[src/rtl/mul_arbiter.sv]
`default_nettype none
// ============================================================================
// Module   : mul_arbiter
// Brief    : Round-robin arbiter sharing one 4x4 unsigned multiplier between
//            NUM_REQ requesters, with a one-entry registered result slot.
// Revision : 1.0  initial release
// ============================================================================
module mul_arbiter #(
    parameter int NUM_REQ = 2,
    parameter int ID_W    = 1
) (
    input  logic                 clk,
    input  logic                 rst,
    input  logic [NUM_REQ-1:0]   req_valid,
    input  logic [4*NUM_REQ-1:0] req_a,
    input  logic [4*NUM_REQ-1:0] req_b,
    output logic [NUM_REQ-1:0]   req_ready,
    output logic                 rsp_valid,
    input  logic                 rsp_ready,
    output logic [7:0]           rsp_c,
    output logic [ID_W-1:0]      rsp_id,
    output logic [15:0]          op_count
);

    typedef enum logic [0:0] {
        ST_EMPTY = 1'b0,
        ST_FULL  = 1'b1
    } state_t;

    localparam logic [ID_W-1:0] c_LAST_IDX  = ID_W'(NUM_REQ - 1);
    localparam logic [15:0]     c_COUNT_MAX = 16'hFFFF;

    state_t              r_state;
    state_t              w_state_nxt;
    logic [ID_W-1:0]     r_ptr;
    logic [7:0]          r_c;
    logic [ID_W-1:0]     r_id;
    logic [15:0]         r_cnt;

    logic                w_free;
    logic                w_found;
    logic                w_grant;
    logic [ID_W-1:0]     w_gnt_idx;
    logic [ID_W-1:0]     w_ptr_nxt;
    logic [3:0]          w_op_a;
    logic [3:0]          w_op_b;
    logic [7:0]          w_prod;
    logic [NUM_REQ-1:0]  w_ready;
    logic                w_handoff;
    int                  w_dist;
    int                  w_best;

    // Pick the valid requester at the smallest rotational distance from r_ptr.
    always_comb begin
        w_found   = 1'b0;
        w_gnt_idx = '0;
        w_best    = NUM_REQ;
        w_dist    = 0;
        for (int i = 0; i < NUM_REQ; i++) begin
            if (req_valid[i]) begin
                w_dist = (i + NUM_REQ - int'(r_ptr)) % NUM_REQ;
                if (w_dist < w_best) begin
                    w_best    = w_dist;
                    w_found   = 1'b1;
                    w_gnt_idx = ID_W'(i);
                end
            end
        end
    end

    always_comb begin
        w_op_a = '0;
        w_op_b = '0;
        for (int i = 0; i < NUM_REQ; i++) begin
            if (w_gnt_idx == ID_W'(i)) begin
                w_op_a = req_a[4*i +: 4];
                w_op_b = req_b[4*i +: 4];
            end
        end
    end

    assign w_prod    = {4'b0000, w_op_a} * {4'b0000, w_op_b};
    assign w_handoff = (r_state == ST_FULL) && rsp_ready;
    assign w_free    = (r_state == ST_EMPTY) || rsp_ready;
    assign w_grant   = w_free && w_found && !rst;
    assign w_ptr_nxt = (w_gnt_idx == c_LAST_IDX) ? '0 : (w_gnt_idx + ID_W'(1));

    always_comb begin
        w_ready = '0;
        for (int i = 0; i < NUM_REQ; i++) begin
            w_ready[i] = w_grant && (w_gnt_idx == ID_W'(i));
        end
    end

    always_comb begin
        w_state_nxt = r_state;
        case (r_state)
            ST_EMPTY: begin
                if (w_grant) begin
                    w_state_nxt = ST_FULL;
                end
            end
            ST_FULL: begin
                if (rsp_ready && !w_grant) begin
                    w_state_nxt = ST_EMPTY;
                end
            end
            default: w_state_nxt = ST_EMPTY;
        endcase
    end

    always_ff @(posedge clk or posedge rst) begin
        if (rst) begin
            r_state <= ST_EMPTY;
        end else begin
            r_state <= w_state_nxt;
        end
    end

    // Result data only moves on a grant, so it holds through backpressure and EMPTY.
    always_ff @(posedge clk or posedge rst) begin
        if (rst) begin
            r_ptr <= '0;
            r_c   <= '0;
            r_id  <= '0;
            r_cnt <= '0;
        end else begin
            if (w_grant) begin
                r_c   <= w_prod;
                r_id  <= w_gnt_idx;
                r_ptr <= w_ptr_nxt;
            end
            if (w_handoff && (r_cnt != c_COUNT_MAX)) begin
                r_cnt <= r_cnt + 16'd1;
            end
        end
    end

    assign req_ready = w_ready;
    assign rsp_valid = (r_state == ST_FULL);
    assign rsp_c     = r_c;
    assign rsp_id    = r_id;
    assign op_count  = r_cnt;

endmodule
`default_nettype wire

[config.mk]
export PLATFORM = sky130hd
export DESIGN_NAME = mul_arbiter
export DESIGN_NICKNAME = d
export VERILOG_FILES = /design/src/rtl/mul_arbiter.sv
export SDC_FILE = /design/constraint.sdc
export NUM_CORES = 1
export LEC_CHECK = 0
export CORE_MARGIN = 2
export CORE_UTILIZATION = 44
export DETAILED_ROUTE_END_ITERATION = 10
export PLACE_DENSITY = 0.84
export SKIP_LAST_GASP = 1
export SYNTH_ARGS = -nofsm -noshare
export SYNTH_HDL_FRONTEND = slang
export SYNTH_SLANG_ARGS = --single-unit
[constraint.sdc]
create_clock -name clk -period 3.49 [get_ports clk]
set_input_delay 0.5235 -clock clk [delete_from_list [all_inputs] [get_ports clk]]
set_output_delay 0.5235 -clock clk [all_outputs]
set_load 0.005 [all_outputs]
=== Yosys cells after proc, flatten, opt, wreduce, memory -nomap -nowiden ===
Cells that the tools add are included.

* Register bits: 27
* Latch bits: 0
* RAM bits: 0
* ROM bits: 0
* Bits of input ports: 21
* Output and inout bits: 28
* Word-level logic and storage cells: 41
* Memories kept: 0

* Add/subtract/negate cells: 4
* Multiply operators: 1
* Div/mod/pow operators: 0
* Order comparisons: 2
* Eq/ne operators: 1
* Shifts and indexed selects: 0
* Muxes and demuxes: 14
* Bitwise logic cells: 4
* Reductions and logical operators: 10

{| class="wikitable"
|+ Operators with widths
! cell !! number
|-
| $mux 32 || 2
|-
| $lt 2x32->1 || 1
|-
| $add 16x1->16 const B || 1
|-
| $ne 16x16->1 const B || 1
|-
| $mux 1 || 9
|-
| $mul 4x4->8 || 1
|-
| $mux 4 || 2
|-
| $logic_and 1x1->1 || 7
|-
| $sub 2x1->3 const A || 2
|-
| $lt 2x3->1 const B || 1
|-
| $and 1x1->1 || 2
|-
| $logic_not 1->1 || 2
|-
| $not 1->1 || 2
|-
| $pmux 1 s2 || 1
|-
| $add 1x1->1 const B || 1
|-
| $logic_or 1x1->1 || 1
|}

=== Logic depth before layout (Yosys ltp) ===
Gate-level depths: netlist of run 1.

* Depth in word-level cells: 14
* Gate-level depth with buffers: 13
* Gate-level depth less buffers: 12

=== Worst setup path after synthesis of run 1 ===
Ideal clock, no wire load.

* Path kind: in2reg
* Start point: in req_valid[0]
* End point: reg r_c[6] (netlist: rsp_c[6])
* Setup time: 0.136 ns
* Arrival: 3.329 ns
* Data required time: 3.354 ns
* Setup slack: 0.025 ns
* Stages on the path: 12
* Buffers on the path: 1
* Path through: inv_1 o21ai_1 clkbuf_1 a31oi_1 fa_1 inv_1 fa_1 fa_1 a21o_1 a21oi_1 xor2_1 o21ai_0

* Word-level cells in the longest chain between the ends: 6
* Elaborated cells between the ends (all ways): 12
* Those cells by class: mul: 1; order compare: 1; mux: 8; reduce/logical: 2

{| class="wikitable"
|+ RTL lines
! item !! line !! source
|-
| start, declared || 14 || <nowiki>input logic [NUM_REQ-1:0] req_valid,</nowiki>
|-
| $mux 32 || 60 || <nowiki>if (req_valid[i]) begin</nowiki>
|-
| $lt 2x32->1 || 62 || <nowiki>if (w_dist < w_best) begin</nowiki>
|-
| $mux 1 || 62 ||
|-
| $mux 1 || 60 ||
|-
| $mux 4 / $logic_and 1x1->1 (equally long branches) || 75, 85 ||
|-
| $mul 4x4->8 / $logic_and 1x1->1 (equally long branches) || 82, 85 ||
|-
| end signal, assigned || 129 || <nowiki>r_c <= w_prod;</nowiki>
|-
| end, declared || 36 || <nowiki>logic [7:0] r_c;</nowiki>
|}

Parallel ways exist; a longest one is shown, timed or not.
A chain may end at the register's enable or synchronous reset.

=== Worst setup path after layout of run 1 ===
* Start point: in req_valid[1]
* End point: reg r_c[6] (netlist: rsp_c[6])

* Word-level cells in the longest chain between the ends: 3
* Elaborated cells between the ends (all ways): 7
* Those cells by class: mul: 1; mux: 4; reduce/logical: 2

{| class="wikitable"
|+ RTL lines
! item !! line
|-
| $mux 1 || 60
|-
| $mux 4 / $logic_and 1x1->1 (equally long branches) || 75, 85
|-
| $mul 4x4->8 / $logic_and 1x1->1 (equally long branches) || 82, 85
|}

Parallel ways exist; a longest one is shown, timed or not.

==> flow_summary_export.csv, run 1 <==
group,metric,value,unit
status,status,"finished, final reports clean",
critical_path,criticalPathCategory,"in2reg",
power_and_ir_drop,p_per_area,408,nW/um2
power_and_ir_drop,leakagePower,1.21,nW
layout,design_area,2620,um2
detailed_routing,wl_per_cell,13.7,um
placement,routabilityCongestion,0.859,
grt,grt_first_pass_wirelength,7.24,mm
sta,fin_crit,3.34,ns
synthesis,synth_edf_count,0,
clock_tree,cts-root-buf,"clkbuf_8",
clock_tree,clk_pin_slew,0.08,ns
synthesis,async_flop_share,100,%
min_path,hold_start,"rsp_c[1]",
critical_path,reg2reg_from,"r_ptr",
clock_tree,clock_path_buffers,2,
layout,fin_cells,325,
sta,rsz0062_at_grt,"false",
sta,slew_violations,0,
critical_path,crit_path_start_kind,"primary input",
sta,slew_headroom,34.0,%
detailed_routing,ant_nets,0,
grt,gr-total-overflow,0,
sta,fmax,0.300,GHz
critical_path,critPathMaxFanout,8,
grt,grtUsageMet3,2.30,%
sta,period_share,95.6,%
floorplan,dieWidth,68.2,um
placement,place_area,2510,um2
synthesis,synth_cell_types,37,
detailed_routing,vias,1753,
floorplan,die_y,68.2,um
critical_path,path_cells,"clkdlybuf4s50_1 -> o21ai_1 -> buf_4 -> nor2_1 -> a31oi_1 -> fa_1 -> inv_2 -> fa_2 -> fa_2 -> a21o_1 -> a21oi_2 -> xor2_1 -> o21ai_1",
synthesis,netlist_area,1810,um2
critical_path,cp_top_family,"adder cells",
critical_path,critPathRequiredTime,3.65,ns
power_and_ir_drop,ir_drop,0.207,mV
placement,dp_slack,-0.306,ns
detailed_routing,drc,0,
critical_path,max_stage_delay,0.58,ns
grt,grt_max_degree,28,
power_and_ir_drop,finalPower,1.07,mW
grt,antenna_found_initial,0,
sta,hold_violations,0,
floorplan,num_io_pins,49,
grt,grtUsageMet2,37.7,%
critical_path,cp.buffers_inverters,3,
grt,top_usage_layer,"met2",
detailed_routing,drt-initial-drc-count,130,
layout,drive_gt1_share,15.6,%
layout,seq_area,676,um2
sta,setup_viol,0,
critical_path,ff2ff_setup_slack,0.45,ns
min_path,min_path_type,"reg2reg",
critical_path,cp_slowest_cell,"fa_1",
synthesis,ys_seq_area_share,37.2,%
layout,diodes,0,
placement,dp_cells,318,
floorplan,start_util,45.7,%
floorplan,fp-row-count,23,
synthesis,synth_ff_type,"dfrtp_1",
floorplan,die_area,4650,um2
clock_tree,numCtsBuffers,3,
grt,use_met1,24.7,%
critical_path,crit_start,"req_valid[1]",
detailed_routing,first_pass_iters,4,
clock_tree,cts_tree,"yes",
clock_tree,cts_max_level,1,
synthesis,ys.warnings.count,0,
critical_path,end_kind,"flop",
sta,timing.final.ws_setup,0.153,ns
flow_run,cap_violations,0,
synthesis,synth-seq-cells,27,
synthesis,synth_fp_nets,240,
detailed_routing,wirelength,4.46,mm
synthesis,avgSynthCellArea,8.98,um2
synthesis,synthCells,202,
sta,clock_skew,0.00209,ns
placement,dp_hpwl,3.55,mm
clock_tree,clock-sinks,27,
clock_tree,clock_latency,0.26,ns
sta,tightest_slew,0.989,ns
layout,num-nets-final,314,
grt,first_global_vias,1701,
detailed_routing,avgViaCountPerCell,5.39,
layout,num-fill-cells,351,
layout,multi_input_area,1140,um2
critical_path,worstPathArrival,3.49,ns
layout,area_growth,44.3,%
placement,portBuffers,48,
grt,grt_util_all_layers,20.2,%
floorplan,coreArea,3970,um2
tightest hold or removal path, delay by kind of cell (launching register included):
family	cells	cell delay [ns]
flops	1	0.35
simple gates	2	0.10
final timing paths:
kind	endpoint	cells after the start
hold / removal	rsp_c[1]	2
hold reg to reg	rsp_c[1]	2
min in group asynchronous	op_count[7]	2
setup / recovery	rsp_c[6]	13
max in group asynchronous	op_count[3]	2
setup reg to reg	rsp_c[6]	12
flip-flops by register name, summed over array words and instances (netlist names):
name and flops:
rsp_valid 1, rsp_id 1, r_ptr 1, op_count 16, rsp_c 8
layout by cell type, fill, tap and decap left out, types with 2 or more instances in the layout:
master	instances
a21o_1	3
and4_1	2
fa_1	2
fa_2	2
clkbuf_8	3
nand2_1	34
xnor2_1	5
inv_1	3
nand4_1	4
nand2b_1	3
nand3_1	20
mux2_2	3
o21ai_0	13
dfrtp_1	27
nand4_2	2
and2_1	2
nor3_1	4
nor4_1	4
and3_1	2
o21ai_1	5
nor2_1	14
ha_1	11
clkdlybuf4s50_1	47
xor2_1	9
buf_4	24
a31oi_1	5
where the power goes:
group	leakage, nW	total [mW]	switching, mW	internal, mW
sequential	0.350	0.444	0.0674	0.376
combinational	0.841	0.454	0.190	0.264
clock	0.0228	0.170	0.0883	0.0815
layer usage:
metal / vias to the layer above / share of wire, %
met3: 4 / 3.5
met2: 50 / 54
met1: 825 / 42
met4: 0 / 0.70
li1: 874 / -
met5: - / 0
through the flow:
stage               hold slack (ns)  TNS [ns]  utilization, %
global placement              0.463    -0.646            63.1
global route                  0.515         0            65.9
finish                        0.477         0            65.9
detailed placement            0.467    -0.800            63.1
floorplan                     0.470         0               -
CTS                           0.484         0            64.8
Yosys cell counts (3+ instances only):
cell type	number	area (um2)
nand3_1	20	100
nor4_1	4	25.0
o21ai_0	17	85.1
a21o_1	3	22.5
xnor2_1	5	43.8
nor3_1	4	20.0
xor2_1	9	78.8
fa_1	4	80.1
nand2_1	34	128
ha_1	13	163
a31oi_1	5	31.3
clkbuf_1	4	15.0
nor2_1	14	52.6
inv_1	4	15.0
nand4_1	4	25.0
mux2_2	3	33.8
nand2b_1	3	18.8
dfrtp_1	27	676
layout make-up:
cell class / count / share of cell area (%)
multi-input combinational: 167 / 43.7
sequential: 27 / 25.8
timing repair buffer: 73 / 25.8
tap: 50 / 2.39
clock buffer: 4 / 1.72
inverter: 4 / 0.574
kinds of logic (layout without fill, tap and decap cells):
kind of cell	count (synthesis)	in the layout	synth area share, %
buffers and inverters	8	81	1.65
xor gates and xnor gates	14	14	6.76
DFF	27	27	37.2
AOI/OAI and AO/OA	34	34	11.1
and+or+nand+nor	98	98	27.4
muxes	4	4	2.41
adders and majority gates	17	17	13.4
what timing repair did:
item,CTS,global route
pin swaps,1,7
gates resized for setup,0,14
hold buffers,0,0
setup endpoints to repair,1,3
buffers inserted,3,0
No activity file was read; power rests on OpenSTA's default activity.
==> run 2, diff against run 1 <==
Settings changed: CAP_MARGIN from default to 15, PLACE_DENSITY 0.84 to 0.75.
==> run 2 against run 1 <==
Setup slack lost 0.012 ns. Total power decreased by 1.9%. Global-route usage up 0.33 points. Die area is the same. Largest cell class unchanged. Largest power group is now registers.
==> flow_summary_export.csv, run 2 (synthesized netlist as in run 1, its figures left out) <==
group,metric,value,unit
detailed_routing,ant_nets,0,
layout,area_growth,42.1,%
critical_path,worstPathArrival,3.52,ns
floorplan,die_y,68.2,um
sta,holdWs,0.487,ns
grt,grt_util_all_layers,20.6,%
sta,fmax,0.299,GHz
sta,fin_crit,3.35,ns
grt,gr-total-overflow,0,
sta,hold_violations,0,
clock_tree,clock_path_buffers,2,
clock_tree,hold_buffers,0,
critical_path,critPathRequiredTime,3.66,ns
detailed_routing,avgViaCountPerCell,5.38,
floorplan,dieWidth,68.2,um
sta,clock_skew,0.0141,ns
detailed_routing,first_pass_iters,4,
critical_path,criticalPathCategory,"in2reg",
grt,antenna_found_initial,0,
sta,slew_violations,0,
clock_tree,cts_tree,"yes",
critical_path,critPathMaxFanout,8,
grt,grt_first_pass_wirelength,7.35,mm
layout,diodes,0,
detailed_routing,wirelength,4.37,mm
sta,period_share,96.0,%
clock_tree,clk_pin_slew,0.10,ns
detailed_routing,wl_per_cell,13.7,um
status,status,"finished, final reports clean",
layout,num-nets-final,309,
floorplan,coreArea,3970,um2
power_and_ir_drop,leakagePower,1.19,nW
critical_path,end_kind,"flop",
sta,slew_headroom,34.4,%
clock_tree,cts_max_level,1,
detailed_routing,vias,1723,
layout,layout_common_cells,"48 x clkdlybuf4s50_1, 34 x nand2_1, 27 x dfrtp_1, 20 x nand3_1, 19 x buf_4",
floorplan,fp-row-count,23,
critical_path,crit_path_start_kind,"primary input",
layout,final_common_cell,"clkdlybuf4s50_1",
placement,portBuffers,48,
detailed_routing,drt-initial-drc-count,93,
sta,setup_viol,0,
clock_tree,postCtsSetupRepairBufs,0,
flow_run,cap_violations,0,
power_and_ir_drop,p_per_area,406,nW/um2
placement,routabilityCongestion,0.924,
power_and_ir_drop,ir_drop,0.201,mV
clock_tree,cts-root-buf,"clkbuf_8",
placement,dp_hpwl,3.67,mm
floorplan,num_io_pins,49,
detailed_routing,drc,0,
layout,utilization,64.9,%
grt,grt_max_degree,28,
floorplan,die_area,4650,um2
clock_tree,clock-sinks,27,
layout,drive_gt1_share,14.1,%
layout,largest_reg_flops,16,
grt,first_global_vias,1734,
floorplan,start_util,45.7,%
clock_tree,clock_latency,0.28,ns
sta,tightest_slew,0.983,ns
clock_tree,numCtsBuffers,3,
min_path,min_path_type,"reg2reg",
run 2: cell types whose count changed in the layout (fill, tap and decap cells not counted), sizes merged:
cell and change:
dlymetal6s2s -1, clkinvlp +1, buf -5, clkbuf -1
clkdlybuf4s50 +1
run 2: per-layer routing:
layer	wire [um]	up-vias	track usage, %
li1	-	865	-
met1	1740	798	22.7
met2	2390	51	39.9
met3	177	9	2.47
met4	61	0	7.25
met5	0	-	0
run 2: final cells by class:
| class | count | area, um2 |
|---|---|---|
| sequential | 27 | 676 |
| fill | 352 | 1390 |
| clock buffer | 3 | 41.3 |
| timing repair buffer | 68 | 643 |
| tap | 50 | 62.6 |
| clock inverter | 1 | 7.51 |
| inverter | 4 | 15.0 |
| multi-input combinational | 167 | 1130 |
run 2: critical path, cell delays in order:
cell	delay [ns]
clkdlybuf4s50_1	0.47
inv_1	0.05
o21ai_1	0.12
buf_4	0.18
nor2_1	0.06
a31oi_1	0.19
fa_1	0.46
inv_2	0.08
fa_1	0.46
fa_2	0.36
a21o_1	0.20
a21oi_2	0.14
xor2_1	0.14
o21ai_0	0.08
run 2: where the power goes:
part           internal (mW)  switching, mW
Sequential             0.376         0.0663
Combinational          0.247          0.181
Clock                 0.0810         0.0955
run 2: stage by stage:
step / area (um2) / setup WS [ns] / setup TNS [ns] / power [mW] / cells
final: 2580 / 0.141 / 0 / 1.05 / 320
after global routing: 2580 / -0.0489 / -0.0506 / 1.13 / 320
after CTS: 2540 / 0.00907 / 0 / 1.04 / 320
after detailed placement: 2490 / -0.283 / -0.694 / 0.869 / 316
after global placement: 2490 / -0.227 / -0.464 / 0.849 / 316
after floorplan: 1810 / 0.0248 / 0 / 0.628 / 202
run 2: what timing repair did:
| item | in CTS | in global routing |
|---|---|---|
| endpoints found under the setup margin | 0 | 4 |
| gates resized for setup | 0 | 10 |
| hold endpoints to repair | 0 | 0 |
run 2: final timing paths:
check / start / endpoint / slack, ns / depth (start not counted)
setup / recovery: req_valid[0] / rsp_c[6] / 0.14 / 14
setup reg to reg: r_ptr / rsp_c[6] / 0.49 / 12
max in group asynchronous: rst / op_count[12] / 1.93 / 2
hold / removal: rsp_c[4] / rsp_c[4] / 0.49 / 2
min in group asynchronous: rst / op_count[4] / 0.95 / 2
hold reg to reg: rsp_c[4] / rsp_c[4] / 0.49 / 2
==> run 3, diff against run 2 <==
Settings changed: GPL_ROUTABILITY_DRIVEN from default to 0.
==> run 3 against run 2 <==
Sequential power hardly changed. Count of clock-buffer cells in the layout is 1 higher. Non-clock buffer count stayed put. Setup slack better by 0.031 ns. Utilization is 0.13 points higher. Critical path depth stayed put. Cell count stayed put. Via count is 1.0% higher. Wire length is 0.87% lower. Design area is 0.19% higher. Global-route usage is 0.31 points higher. First-iteration DRC count is 37% higher. Critical path type unchanged.
==> flow_summary_export.csv, run 3 (synthesized netlist as in run 1, its figures left out) <==
group,metric,value,unit
status,status,"finished, final reports clean",
layout,num-nets-final,309,
detailed_routing,drt-initial-drc-count,127,
floorplan,coreArea,3970,um2
layout,diodes,0,
detailed_routing,drc,0,
sta,tightest_slew,0.986,ns
grt,grt_util_all_layers,20.9,%
power_and_ir_drop,p_seq_share,42.1,%
layout,largest_reg_flops,16,
sta,rsz0062_at_grt,"false",
sta,slew_headroom,34.2,%
clock_tree,clock-sinks,27,
power_and_ir_drop,p_per_area,407,nW/um2
clock_tree,cts_tree,"yes",
critical_path,criticalPathCategory,"in2reg",
floorplan,fp-row-count,23,
grt,grt_first_pass_wirelength,7.41,mm
detailed_routing,vias,1741,
critical_path,crit_path_start_kind,"primary input",
grt,antenna_found_initial,0,
sta,slew_violations,0,
sta,hold_violations,0,
detailed_routing,avgViaCountPerCell,5.44,
placement,dp_slack,-0.258,ns
layout,final_common_cell,"clkdlybuf4s50_1",
floorplan,die_y,68.2,um
clock_tree,postCtsSetupRepairBufs,0,
sta,setup_viol,0,
power_and_ir_drop,switching_share,32.4,%
power_and_ir_drop,ir_drop,0.194,mV
layout,area_growth,42.3,%
sta,period_share,95.1,%
power_and_ir_drop,p_comb_share,41.4,%
layout,drive_gt1_share,14.8,%
clock_tree,clock_latency,0.27,ns
power_and_ir_drop,power_frac_clock,16.5,%
critical_path,critPathMaxFanout,7,
sta,fmax,0.301,GHz
layout,layout_common_cells,"48 x clkdlybuf4s50_1, 34 x nand2_1, 27 x dfrtp_1, 20 x nand3_1, 19 x buf_4",
clock_tree,cts-root-buf,"clkbuf_8",
floorplan,dieWidth,68.2,um
power_and_ir_drop,p_int,0.710,mW
clock_tree,cts_max_level,1,
layout,utilization,65.0,%
sta,setup_tns,0,ns
grt,grt_max_degree,28,
power_and_ir_drop,switchingPower,0.340,mW
sta,timing.final.ws_setup,0.172,ns
floorplan,start_util,45.7,%
power_and_ir_drop,leakagePower,1.18,nW
clock_tree,clk_pin_slew,0.09,ns
detailed_routing,wirelength,4.33,mm
min_path,min_path_type,"reg2reg",
critical_path,worstPathArrival,3.47,ns
detailed_routing,first_pass_iters,4,
placement,portBuffers,48,
critical_path,end_kind,"flop",
floorplan,die_area,4650,um2
clock_tree,clock_path_buffers,2,
flow_run,cap_violations,0,
detailed_routing,ant_nets,0,
layout,num-fill-cells,354,
grt,first_global_vias,1712,
floorplan,num_io_pins,49,
detailed_routing,wl_per_cell,13.5,um
sta,holdWs,0.485,ns
sta,fin_crit,3.32,ns
grt,gr-total-overflow,0,
sta,clock_skew,0.00234,ns
critical_path,critPathRequiredTime,3.65,ns
clock_tree,numCtsBuffers,3,
placement,dp_hpwl,3.50,mm
run 3: per-stage QoR:
step,cell area [um2],power [mW],instances
global route,2580,1.14,320
detailed placement,2490,0.862,316
global placement,2490,0.849,316
finish,2580,1.05,320
floorplan,1810,0.628,202
CTS,2540,1.04,320
run 3: per-layer routing:
| layer | vias up | track usage, % | part of all wire (%) |
|---|---|---|---|
| met5 | - | 0 | 0 |
| met4 | 0 | 7.75 | 1.1 |
| met3 | 6 | 2.14 | 4.7 |
| met2 | 66 | 38.5 | 52 |
| met1 | 809 | 24.8 | 42 |
| li1 | 860 | - | - |
run 3: path summary, 6_finish.rpt:
path | from | endpoint | slack (ns) | cells after the start
worst min register to register | rsp_c[4] | rsp_c[4] | 0.49 | 2
min in group asynchronous | rst | rsp_valid | 0.97 | 2
max in group asynchronous | rst | op_count[0] | 1.93 | 2
worst min-delay path | rsp_c[4] | rsp_c[4] | 0.49 | 2
worst max-delay path | req_valid[0] | rsp_c[6] | 0.17 | 14
worst max register to register | r_ptr | rsp_c[6] | 0.50 | 12
run 3: final cells by class:
cell class	count	area (um2)	share of cell area [%]
Clock buffer	4	45.0	1.74
Inverter	4	15.0	0.581
Tap cell	50	62.6	2.42
Sequential cell	27	676	26.2
Multi-Input combinational cell	167	1150	44.5
Timing Repair Buffer	68	634	24.6
run 3: what timing repair did:
| item | 4_1_cts | 5_1_grt |
|---|---|---|
| hold buffers | 0 | 0 |
| gates resized for setup | 0 | 11 |
| endpoints found under the setup margin | 0 | 4 |
run 3: power groups by stage:
| stage | logic (mW) | clock network (mW) | registers (mW) |
|---|---|---|---|
| after floorplan | 0.184 | 0 | 0.444 |
| after CTS | 0.418 | 0.179 | 0.442 |
| after global routing | 0.489 | 0.197 | 0.454 |
| final | 0.435 | 0.173 | 0.442 |
| after detailed placement | 0.414 | 0 | 0.448 |
| after global placement | 0.403 | 0 | 0.446 |
run 3: critical path, cell delays in order:
cell and delay, ns:
clkdlybuf4s50_1 0.47, inv_1 0.06, o21ai_2 0.10, buf_4 0.16, nor2_1 0.05, a31oi_1 0.19
fa_1 0.46, inv_2 0.08, fa_2 0.47, fa_2 0.36, a21o_1 0.19, a21oi_2 0.14
xor2_1 0.14, o21ai_0 0.08
